$ cat src/rtl/debounce_pkg.sv
// Shared types, constants and helpers for the multi-channel button conditioner.
package debounce_pkg;

  // Per-channel hold/auto-repeat state
  typedef enum logic [1:0] {
    ST_IDLE    = 2'd0,
    ST_PRESSED = 2'd1,
    ST_HELD    = 2'd2,
    ST_REPEAT  = 2'd3
  } hold_state_e;

  // Default timing, in prescale tick periods
  localparam int unsigned DEFAULT_DEB_TICKS    = 16;
  localparam int unsigned DEFAULT_HOLD_TICKS   = 1000;
  localparam int unsigned DEFAULT_REPEAT_TICKS = 200;

  // Bits needed to hold values 0..value-1; never returns less than 1
  function automatic int unsigned clog2(input int unsigned value);
    int unsigned w;
    w = 1;
    while ((64'(1) << w) < 64'(value)) begin
      w = w + 1;
    end
    return w;
  endfunction

endpackage

$ cat src/rtl/debounce_channel.sv
// One button channel: 2-flop synchroniser, tick-gated debounce counter,
// press/release pulses and the long-press / auto-repeat hold FSM.
module debounce_channel
  import debounce_pkg::*;
#(
  parameter int unsigned ACTIVE_LOW   = 1,
  parameter int unsigned DEB_TICKS    = DEFAULT_DEB_TICKS,
  parameter int unsigned HOLD_TICKS   = DEFAULT_HOLD_TICKS,
  parameter int unsigned REPEAT_TICKS = DEFAULT_REPEAT_TICKS
) (
  input  logic clk,
  input  logic reset,
  input  logic tick,
  input  logic pb_raw,
  output logic pb_state,
  output logic pb_down,
  output logic pb_up,
  output logic long_press,
  output logic repeat_pulse
);

  localparam int unsigned DEB_W    = clog2(DEB_TICKS + 1);
  localparam int unsigned HOLD_MAX = (HOLD_TICKS > REPEAT_TICKS) ? HOLD_TICKS : REPEAT_TICKS;
  localparam int unsigned HOLD_W   = clog2(HOLD_MAX + 1);
  localparam int unsigned REP_LAST = (REPEAT_TICKS > 0) ? (REPEAT_TICKS - 1) : 0;

  logic              sync1_q, sync1_d;
  logic              sync_q, sync_d;
  logic [DEB_W-1:0]  deb_cnt_q, deb_cnt_d;
  logic              pb_state_q, pb_state_d;
  logic              pb_down_q, pb_down_d;
  logic              pb_up_q, pb_up_d;
  hold_state_e       hold_st_q, hold_st_d;
  logic [HOLD_W-1:0] hold_cnt_q, hold_cnt_d;
  logic              long_q, long_d;
  logic              rep_q, rep_d;

  // Synchroniser with polarity normalised so that 1 = pressed
  always_comb begin
    sync1_d = (ACTIVE_LOW != 0) ? ~pb_raw : pb_raw;
    sync_d  = sync1_q;
  end

  // Debounce: count consecutive disagreeing ticks, flip level on the last one
  always_comb begin
    deb_cnt_d  = deb_cnt_q;
    pb_state_d = pb_state_q;
    pb_down_d  = 1'b0;
    pb_up_d    = 1'b0;
    if (sync_q == pb_state_q) begin
      deb_cnt_d = '0;
    end else if (tick) begin
      if (deb_cnt_q == DEB_W'(DEB_TICKS - 1)) begin
        pb_state_d = sync_q;
        deb_cnt_d  = '0;
        pb_down_d  = sync_q;
        pb_up_d    = ~sync_q;
      end else begin
        deb_cnt_d = deb_cnt_q + DEB_W'(1);
      end
    end
  end

  // Hold FSM: long press after HOLD_TICKS, then repeat every REPEAT_TICKS; release wins
  always_comb begin
    hold_st_d  = hold_st_q;
    hold_cnt_d = hold_cnt_q;
    long_d     = 1'b0;
    rep_d      = 1'b0;
    if (pb_up_d) begin
      hold_st_d  = ST_IDLE;
      hold_cnt_d = '0;
    end else begin
      case (hold_st_q)
        ST_IDLE: begin
          if (pb_down_d) begin
            hold_st_d  = ST_PRESSED;
            hold_cnt_d = '0;
          end
        end
        ST_PRESSED: begin
          if (tick) begin
            if (hold_cnt_q == HOLD_W'(HOLD_TICKS - 1)) begin
              long_d     = 1'b1;
              hold_cnt_d = '0;
              hold_st_d  = ST_HELD;
            end else begin
              hold_cnt_d = hold_cnt_q + HOLD_W'(1);
            end
          end
        end
        ST_HELD, ST_REPEAT: begin
          if ((REPEAT_TICKS != 0) && tick) begin
            if (hold_cnt_q == HOLD_W'(REP_LAST)) begin
              rep_d      = 1'b1;
              hold_cnt_d = '0;
              hold_st_d  = ST_REPEAT;
            end else begin
              hold_cnt_d = hold_cnt_q + HOLD_W'(1);
            end
          end
        end
        default: begin
          hold_st_d  = ST_IDLE;
          hold_cnt_d = '0;
        end
      endcase
    end
  end

  // State register with synchronous active-low reset
  always_ff @(posedge clk) begin
    if (!reset) begin
      sync1_q    <= 1'b0;
      sync_q     <= 1'b0;
      deb_cnt_q  <= '0;
      pb_state_q <= 1'b0;
      pb_down_q  <= 1'b0;
      pb_up_q    <= 1'b0;
      hold_st_q  <= ST_IDLE;
      hold_cnt_q <= '0;
      long_q     <= 1'b0;
      rep_q      <= 1'b0;
    end else begin
      sync1_q    <= sync1_d;
      sync_q     <= sync_d;
      deb_cnt_q  <= deb_cnt_d;
      pb_state_q <= pb_state_d;
      pb_down_q  <= pb_down_d;
      pb_up_q    <= pb_up_d;
      hold_st_q  <= hold_st_d;
      hold_cnt_q <= hold_cnt_d;
      long_q     <= long_d;
      rep_q      <= rep_d;
    end
  end

  assign pb_state     = pb_state_q;
  assign pb_down      = pb_down_q;
  assign pb_up        = pb_up_q;
  assign long_press   = long_q;
  assign repeat_pulse = rep_q;

endmodule

$ cat src/rtl/multi_debouncer.sv
// NUM_CH independent button conditioners sharing clk, reset and the prescale tick.
module multi_debouncer
  import debounce_pkg::*;
#(
  parameter int unsigned NUM_CH       = 4,
  parameter int unsigned ACTIVE_LOW   = 1,
  parameter int unsigned DEB_TICKS    = DEFAULT_DEB_TICKS,
  parameter int unsigned HOLD_TICKS   = DEFAULT_HOLD_TICKS,
  parameter int unsigned REPEAT_TICKS = DEFAULT_REPEAT_TICKS
) (
  input  logic              clk,
  input  logic              reset,
  input  logic              tick,
  input  logic [NUM_CH-1:0] pb_raw,
  output logic [NUM_CH-1:0] pb_state,
  output logic [NUM_CH-1:0] pb_down,
  output logic [NUM_CH-1:0] pb_up,
  output logic [NUM_CH-1:0] long_press,
  output logic [NUM_CH-1:0] repeat_pulse
);

  // One conditioner per button pin
  for (genvar g = 0; g < NUM_CH; g++) begin : g_ch
    debounce_channel #(
      .ACTIVE_LOW   (ACTIVE_LOW),
      .DEB_TICKS    (DEB_TICKS),
      .HOLD_TICKS   (HOLD_TICKS),
      .REPEAT_TICKS (REPEAT_TICKS)
    ) u_ch (
      .clk          (clk),
      .reset        (reset),
      .tick         (tick),
      .pb_raw       (pb_raw[g]),
      .pb_state     (pb_state[g]),
      .pb_down      (pb_down[g]),
      .pb_up        (pb_up[g]),
      .long_press   (long_press[g]),
      .repeat_pulse (repeat_pulse[g])
    );
  end

endmodule

$ cat config.mk
export PLATFORM = sky130hd
export DESIGN_NAME = multi_debouncer
export DESIGN_NICKNAME = d
export VERILOG_FILES = /design/src/rtl/debounce_pkg.sv /design/src/rtl/debounce_channel.sv /design/src/rtl/multi_debouncer.sv
export SDC_FILE = /design/constraint.sdc
export NUM_CORES = 1
export LEC_CHECK = 0
export ABC_AREA = 1
export BUFFER_PORTS_ARGS = -buffer_cell sky130_fd_sc_hd__buf_2
export CAP_MARGIN = 30
export CORE_UTILIZATION = 60
export DETAILED_ROUTE_END_ITERATION = 7
export PLACE_DENSITY = 0.76
export SKIP_LAST_GASP = 1
export SLEW_MARGIN = 20
export SYNTH_ARGS = -nofsm -noshare
export SYNTH_HDL_FRONTEND = slang
export SYNTH_SLANG_ARGS = --single-unit
$ cat constraint.sdc
create_clock -name clk -period 2.7 [get_ports clk]
set_clock_uncertainty 0.1 [all_clocks]
set_input_delay 0 -clock clk [delete_from_list [all_inputs] [get_ports clk]]
set_output_delay 0 -clock clk [all_outputs]
set_load 0.02 [all_outputs]
==> flow_summary.ini, run 1 <==
[synth]
ys_seq_area_share_pct = 40.7
syn_inst = 692
yosysTopAreaCellShare_pct = 40.7
yosysUniqueCellTypes = 31
ys.flop_type = dfxtp_1
syn_nets = 707
yosysTopAreaCell = dfxtp_1
syn_area_per_cell_um2 = 6.82
synth_area_leaders = dfxtp_1 41%, nand2_1 13%, inv_1 7.5%
ys_seq_elements = 96
synth_edf_count = 0
yosysWarnings = 0
async_flop_share_pct = 0
syn_area_um2 = 4720

[detailed_routing]
drt_iter0_drc = 169
wire_per_inst_um = 11.9
wirelength_um = 9610
vias = 4310
ant_nets = 0
drc = 0
detail_route.vias_per_cell = 5.32
drt_pass1_iterations = 5

[power_and_ir_drop]
p_total_mw = 2.37
cellPowerDensity_nw_per_um2 = 472
leakage_nw = 2.11
vdd_ir_drop_max_uv = 256

[worst_setup_path]
path_class = flip-flop to flip-flop
worstReg2RegStart = g_ch[0].u_ch.deb_cnt_q[0]
cp-end-kind = flip-flop
crit_fanout = 12
arrival_ns = 2.16
crit_path_start_kind = flip-flop
reg2regPathDepth = 8
required_ns = 2.86
reg2reg_slack_ns = 0.70
reg2reg_to = g_ch[0].u_ch.hold_st_q[0]

[global_routing]
grt-ovfl-total = 0
antenna_found_initial = 0
grt_util_all_layers_pct = 24.8
grt_max_degree = 18
grt_pass1_wl_um = 16800
grt_pass1_vias = 3869

[hold_path]
hold_end = g_ch[2].u_ch.sync1_q
min_from = pb_raw[2]
hp-class = input pin to flip-flop
holdPathStages = 3

[sta]
hold-worst-slack_ns = 0.232
rsz0062_at_grt = false
fin_crit_ns = 2.00
setup_tns_ns = 0
hold_viol_final = 0
finalSetupViolCount = 0
tightest_slew_ns = 0.579
max_clock_freq_ghz = 0.500
slew_headroom_pct = 61.0
postLayoutSetupSlackWorst_ns = 0.700
maxSlewViolCount = 0
timing.final.crit_share_pct = 74.1

[clock_tree]
numCtsBuffers = 9
clk_path_buf_depth = 2
post_cts_buffers = 0
cts.repair.resized = 0
cts_root_buf = clkbuf_8
clkTransAtPathRegs_ns = 0.09
cts_sinks = 96
tritoncts = yes
cts_hold_buf = 6
clk-insertion-delay-late_ns = 0.36
h-tree-depth = 3

[place]
dp_hpwl_um = 6970
dp_slack_ns = 0.735
gp_congestion = 0.874
io_buffer_count = 26

[layout]
syn_to_final_growth_pct = 6.20
fin_nets = 721
post-route-util_pct = 67.7
drive_gt1_share_pct = 7.74
final_common_cell = nand2_1
mostFrequentLayoutCells = 167 x nand2_1, 96 x dfxtp_1, 94 x inv_1
diodes = 0

[floorplanning]
dieWidth_um = 90.7
ios = 27
die-area_um2 = 8220
die_h_um = 90.7
rows = 31
start_util_pct = 63.7
core_um2 = 7410

[outcome]
status = complete, no violations

[job]
drv_cap = 0
worst max path at each step:
| stage | from | end | slack, ns | cells after the start |
|---|---|---|---|---|
| floorplan | g_ch[0].u_ch.deb_cnt_q[0] | g_ch[0].u_ch.hold_cnt_q[9] | 1.14 | 8 |
| global placement | g_ch[0].u_ch.deb_cnt_q[0] | g_ch[0].u_ch.hold_st_q[0] | 0.81 | 8 |
| detailed placement | g_ch[0].u_ch.deb_cnt_q[0] | g_ch[0].u_ch.hold_st_q[0] | 0.74 | 8 |
| CTS | g_ch[0].u_ch.deb_cnt_q[0] | g_ch[0].u_ch.hold_st_q[0] | 0.71 | 8 |
| global route | g_ch[0].u_ch.deb_cnt_q[0] | g_ch[0].u_ch.hold_st_q[0] | 0.48 | 8 |
| finish | g_ch[0].u_ch.deb_cnt_q[0] | g_ch[0].u_ch.hold_st_q[0] | 0.70 | 8 |
final cells by class:
cell class	instances	area, um2
well taps	99	124
clock buffers	12	155
inverters	96	360
multi-input cells	469	2220
flip-flops and latches	96	1920
fillers	674	2400
repair buffers	34	205
clock inverters	4	28.8
layer usage:
layer  GRT usage, %  vias to the layer above  part of all wire [%]
met5              0                        -                     0
met4           10.3                        0                   2.1
met3           3.96                       16                   4.1
met2           41.4                       94                    46
met1           31.8                     1960                    47
li1               -                     2240                     -
power by group:
part           internal, mW  switching, mW
Sequential             1.42        0.00382
Clock                 0.386          0.488
Combinational        0.0203         0.0469
Total                  1.83          0.539
through the flow:
stage | std cells | area (um2)
2_1_floorplan | 692 | 4720
3_3_place_gp | 788 | 4770
3_5_place_dp | 788 | 4770
4_1_cts | 810 | 5010
5_1_grt | 810 | 5010
6_report | 810 | 5010
critical path, cell delays in order, from the launching register on:
cell     delay, ns
dfxtp_1       0.39
ha_1          0.23
nand3_2       0.11
nor2_2        0.19
nand3_1       0.10
nand2_1       0.32
nand3_1       0.23
nor3_1        0.19
nor2_1        0.05
state kept, by name, indices dropped and copies added, names as in the netlist:
register / cells
g_ch.u_ch.deb_cnt_q: 20
g_ch.u_ch.hold_cnt_q: 40
g_ch.u_ch.hold_st_q: 8
g_ch.u_ch.long_press: 4
g_ch.u_ch.pb_down: 4
g_ch.u_ch.pb_state: 4
g_ch.u_ch.pb_up: 4
g_ch.u_ch.repeat_pulse: 4
g_ch.u_ch.sync1_q: 4
g_ch.u_ch.sync_q: 4
synthesized netlist by cell type (2+ instances only):
| cell | n |
|---|---|
| nor2_2 | 4 |
| dfxtp_1 | 96 |
| nand4_1 | 25 |
| inv_2 | 2 |
| xnor2_1 | 2 |
| inv_1 | 94 |
| buf_4 | 22 |
| nor3b_1 | 3 |
| nand2_1 | 167 |
| buf_2 | 5 |
| nand2_2 | 4 |
| nand3_1 | 46 |
| o21ai_0 | 13 |
| nor3_1 | 25 |
| ha_1 | 8 |
| clkbuf_1 | 2 |
| o211ai_1 | 4 |
| a211oi_1 | 2 |
| nor4_1 | 8 |
| nor2_1 | 85 |
| o21ai_1 | 2 |
| xor2_1 | 6 |
| a21oi_1 | 58 |
| buf_6 | 2 |
cells by family (layout without fill, tap and decap cells):
kind of cell	count (synthesis)	count (layout)	share of synthesized area, %
AOI/OAI and AO/OA	81	81	8.99
DFF	96	96	40.7
adders and majority gates	8	8	2.12
xor gates and xnor gates	8	8	1.48
buffers and inverters	127	146	12.3
and+or+nand+nor	372	372	34.4
(Power assumes the default switching activity.)
==> run 2, diff against run 1 <==
==> constraint.sdc (replaced) <==
create_clock -name clk -period 1.9 [get_ports clk]
set_clock_uncertainty 0.1 [all_clocks]
set_input_delay 0 -clock clk [delete_from_list [all_inputs] [get_ports clk]]
set_output_delay 0 -clock clk [all_outputs]
set_load 0.02 [all_outputs]
==> flow_summary.ini, run 2 (synthesized netlist as in run 1, its figures left out) <==
[clock_tree]
h-tree-depth = 3
cts_root_buf = clkbuf_8
clk_path_buf_depth = 2
clkTransAtPathRegs_ns = 0.09
numCtsBuffers = 9
tritoncts = yes
clk-insertion-delay-late_ns = 0.36
cts_sinks = 96

[worst_setup_path]
path_class = flip-flop to flip-flop
reg2reg_slack_ns = 0.13
cp-end-kind = flip-flop
required_ns = 2.05
cp_common_cell = nor2_1
crit_fanout = 12
crit_path_cell_trace = ha_1, nand4_2, nor2_2, nand3_1, nand2_2, inv_1, nor2_1, nor2_1
reg2regPathDepth = 8
arrival_ns = 1.92
crit_path_start_kind = flip-flop
max_stage_delay_ns = 0.37
worstReg2RegStart = g_ch[1].u_ch.deb_cnt_q[1]
reg2reg_to = g_ch[1].u_ch.hold_cnt_q[3]
cpMaxStageDelayCell = dfxtp_1

[detailed_routing]
vias = 4418
drc = 0
wire_per_inst_um = 12.3
drt_iter0_drc = 188
ant_nets = 0
drt_pass1_iterations = 5
detail_route.vias_per_cell = 5.37
wirelength_um = 10100

[sta]
fin_crit_ns = 1.77
max_clock_freq_ghz = 0.565
timing.final.crit_share_pct = 93.1
maxSlewViolCount = 0
hold_viol_final = 0
tightest_slew_ns = 0.705
rsz0062_at_grt = true
slew_headroom_pct = 52.5
postLayoutSetupSlackWorst_ns = 0.131
finalSetupViolCount = 0

[place]
dp_hpwl_um = 7230
io_buffer_count = 26
gp_congestion = 0.930
dp_slack_ns = 0.0999

[layout]
diodes = 0
syn_to_final_growth_pct = 10.4
final_common_cell = nand2_1
regMostFlops = g_ch.u_ch.hold_cnt_q
fillCellCount = 612
post-route-util_pct = 70.3
multiInputGateArea_um2 = 2260
fin_nets = 734
reg_top3 = g_ch.u_ch.hold_cnt_q x40, g_ch.u_ch.deb_cnt_q x20, g_ch.u_ch.hold_st_q x8
drive_gt1_share_pct = 11.2
regArea_um2 = 1920
mostFrequentLayoutCells = 166 x nand2_1, 94 x inv_1, 94 x dfxtp_1
largest_register_ffs = 40

[outcome]
status = complete, no violations

[global_routing]
grt_util_all_layers_pct = 26.0
grt_pass1_wl_um = 17700
grt_pass1_vias = 4187
grt_max_degree = 18
grt-ovfl-total = 0
antenna_found_initial = 0

[floorplanning]
die_h_um = 90.7
ios = 27
start_util_pct = 63.7
dieWidth_um = 90.7
die-area_um2 = 8220
rows = 31
core_um2 = 7410

[hold_path]
min_from = pb_raw[1]
hp-class = input pin to flip-flop
hold_end = g_ch[1].u_ch.sync1_q
holdPathStages = 3

[power_and_ir_drop]
vdd_ir_drop_max_uv = 433
leakage_nw = 2.20
cellPowerDensity_nw_per_um2 = 709

[job]
drv_cap = 0
run 2: cell count changes in the layout (fill, tap and decap cells not counted), sizes merged:
cell      previous run  this run
buf                 28        41
bufinv               0         2
clkinvlp             2         0
clkinv               2         1
inv                 96        97
run 2: area by class of cell:
cell class | instances | share of cell area [%]
clock buffer | 12 | 3.17
clock inverter | 4 | 1.42
inverter | 96 | 6.92
multi-input combinational | 469 | 43.4
sequential | 96 | 36.9
tap | 99 | 2.38
timing repair buffer | 47 | 5.81
run 2: worst max path at each step:
stage	from	end	depth (start not counted)
2_1_floorplan	g_ch[0].u_ch.deb_cnt_q[0]	g_ch[0].u_ch.hold_cnt_q[9]	8
3_3_place_gp	g_ch[1].u_ch.deb_cnt_q[1]	g_ch[1].u_ch.hold_cnt_q[3]	8
3_5_place_dp	g_ch[2].u_ch.deb_cnt_q[1]	g_ch[2].u_ch.hold_cnt_q[5]	10
4_1_cts	g_ch[0].u_ch.deb_cnt_q[0]	g_ch[0].u_ch.hold_cnt_q[5]	8
5_1_grt	g_ch[2].u_ch.deb_cnt_q[0]	g_ch[2].u_ch.hold_cnt_q[5]	10
6_report	g_ch[1].u_ch.deb_cnt_q[1]	g_ch[1].u_ch.hold_cnt_q[3]	8
run 2: power breakdown:
part           internal, mW  switching, mW
clock network         0.853          0.711
registers              2.02        0.00541
logic                0.0342         0.0697
run 2: what timing repair did:
action                                 4_1_cts  5_1_grt
buffers inserted                             0        1
hold buffers                                 6        0
endpoints found under the hold margin       14        0
setup endpoints to repair                    0       23
resized for setup                            0       15
run 2: per-stage QoR:
stage	hold WS (ns)	TNS (ns)	total power [mW]	instances	area (um2)
global route	0.252	-0.0279	3.78	823	5210
global placement	0.0603	0	2.16	800	4860
floorplan	-0.0276	0	2.13	692	4720
CTS	0.219	0	3.71	822	5160
detailed placement	0.0652	0	2.16	800	4860
finish	0.220	0	3.69	823	5210
run 2: routing by layer:
metal	global-route usage [%]	vias up	wire, um
met1	32.1	2026	4750
met4	10.1	0	175
met5	0	-	0
met3	3.28	19	369
met2	46.0	101	4840
li1	-	2272	-
run 2: worst max-delay path: cells and delay by family, from the launching register on:
kind / cells / cell delay, ns
adders and majority gates: 1 / 0.24
and+or+nand+nor: 6 / 0.78
DFF: 1 / 0.37
buffers and inverters: 1 / 0.18
==> run 3, diff against run 2 <==
--- a/config.mk
+++ b/config.mk
@@ -8,6 +8,7 @@
 export ABC_AREA = 1
 export BUFFER_PORTS_ARGS = -buffer_cell sky130_fd_sc_hd__buf_2
 export CAP_MARGIN = 30
+export CORE_ASPECT_RATIO = 1.5
 export CORE_UTILIZATION = 60
 export DETAILED_ROUTE_END_ITERATION = 7
 export PLACE_DENSITY = 0.76
==> flow_summary.ini, run 3 (synthesized netlist as in run 1, its figures left out) <==
[outcome]
status = complete, no violations

[worst_setup_path]
arrival_ns = 1.89
crit_path_start_kind = flip-flop
cpMaxStageDelayCell = dfxtp_1
required_ns = 2.04
crit_path_cell_trace = ha_2, nand2_1, nor2_1, nand4_1, nand2_1, nand2_1, inv_1, nand2_1, nand3_1, nor2_1
reg2reg_slack_ns = 0.14
cp_common_cell = nand2_1
critPathTopFamily = simple AND/OR/NAND/NOR gates
max_stage_delay_ns = 0.35
path_class = flip-flop to flip-flop
crit_fanout = 5
cp-end-kind = flip-flop
cp_num_buf_inv = 1

[sta]
finalSetupViolCount = 0
max_clock_freq_ghz = 0.570
fin_crit_ns = 1.76
setup_tns_ns = 0
hold-worst-slack_ns = 0.241
maxSlewViolCount = 0
tightest_slew_ns = 0.565
slew_headroom_pct = 61.9
timing.final.crit_share_pct = 92.4
hold_viol_final = 0

[clock_tree]
clk-insertion-delay-late_ns = 0.34
post_cts_buffers = 0
tritoncts = yes
clk_path_buf_depth = 2
h-tree-depth = 3
numCtsBuffers = 9
clkTransAtPathRegs_ns = 0.06
cts_sinks = 96
cts_root_buf = clkbuf_16

[detailed_routing]
detail_route.vias_per_cell = 5.34
ant_nets = 0
drc = 0
wirelength_um = 10300
drt_iter0_drc = 219
vias = 4415
wire_per_inst_um = 12.5
drt_pass1_iterations = 5

[layout]
mostFrequentLayoutCells = 164 x nand2_1, 94 x dfxtp_1, 93 x inv_1
fillCellCount = 694
final_common_cell = nand2_1
regMostFlops = g_ch.u_ch.hold_cnt_q
fin_nets = 735
diodes = 0
instances_no_fill = 827
drive_gt1_share_pct = 11.0
fin_area_um2 = 5290
syn_to_final_growth_pct = 12.1
largest_register_ffs = 40
reg_top3 = g_ch.u_ch.hold_cnt_q x40, g_ch.u_ch.deb_cnt_q x20, g_ch.u_ch.hold_st_q x8

[floorplanning]
start_util_pct = 62.0
die_h_um = 111
die-area_um2 = 8230
dieWidth_um = 74.4
rows = 39
core_um2 = 7610
ios = 27

[global_routing]
grt_max_degree = 18
grt_pass1_wl_um = 17500
grt_pass1_vias = 4273
grt_util_all_layers_pct = 27.0
antenna_found_initial = 0
grt-ovfl-total = 0

[power_and_ir_drop]
p_total_mw = 3.94
leakage_nw = 2.23
cellPowerDensity_nw_per_um2 = 745
vdd_ir_drop_max_uv = 654

[place]
dp_hpwl_um = 7510
dp.cells = 805
io_buffer_count = 26
gp_congestion = 0.914
placed_area_um2 = 4880

[hold_path]
hp-class = input pin to flip-flop

[job]
drv_cap = 0
-- run 3: cell count changes in the layout (fill, tap and decap cells not counted), moves of 2 or more --
| cell | delta |
|---|---|
| nor2_1 | +2 |
| o21ai_1 | -2 |
| nand2_1 | -2 |
| nor2_2 | -2 |
| clkbuf_1 | +2 |
| clkbuf_8 | -10 |
| clkbuf_16 | +9 |
-- run 3: area by class of cell --
cell class	count	area (um2)	area share, %
Sequential cell	96	1920	36.4
Clock inverter	3	40.0	0.757
Timing Repair Buffer	48	310	5.86
Clock buffer	13	260	4.92
Tap cell	102	128	2.41
Inverter	96	364	6.88
Multi-Input combinational cell	469	2270	42.8
-- run 3: layer usage --
metal	share of wire (%)	routed length (um)	global-route usage, %
met5	0	0	0
met4	2.9	299	12.7
met3	3.3	340	5.75
met2	53	5490	49.0
met1	41	4200	28.2
-- run 3: path summary, 6_finish.rpt --
kind | start | endpoint | cells after the start
setup / recovery | g_ch[1].u_ch.hold_cnt_q[1] | g_ch[1].u_ch.hold_cnt_q[5] | 10
hold / removal | pb_raw[3] | g_ch[3].u_ch.sync1_q | 3
setup reg to reg | g_ch[1].u_ch.hold_cnt_q[1] | g_ch[1].u_ch.hold_cnt_q[5] | 10
hold reg to reg | g_ch[0].u_ch.sync1_q | g_ch[0].u_ch.sync_q | 2
-- run 3: repair_timing --
item	4_1_cts	5_1_grt
gates resized for setup	0	16
hold buffers	6	0
endpoints found under the hold margin	11	0
setup endpoints to repair	0	29
-- run 3: worst register-to-register path: cells and delay by family (launching register included) --
| kind | cells | cell delay, ns |
|---|---|---|
| adder cells (fa/ha/maj) | 1 | 0.21 |
| buffers and inverters | 1 | 0.13 |
| flip-flops | 1 | 0.35 |
| AND/OR/NAND/NOR | 8 | 0.87 |
-- run 3: report_power, final --
group          switching [mW]  internal (mW)  leakage (nW)
Combinational          0.0662         0.0369          1.31
Sequential            0.00523           2.02         0.776
Clock                   0.723           1.09         0.150
Total                   0.795           3.15          2.23
-- run 3: through the flow --
step / setup slack (ns) / utilization [%]
finish: 0.145 / 69.5
global route: -0.0212 / 69.5
floorplan: 0.342 / -
global placement: 0.153 / 64.1
CTS: 0.100 / 68.8
detailed placement: 0.109 / 64.1
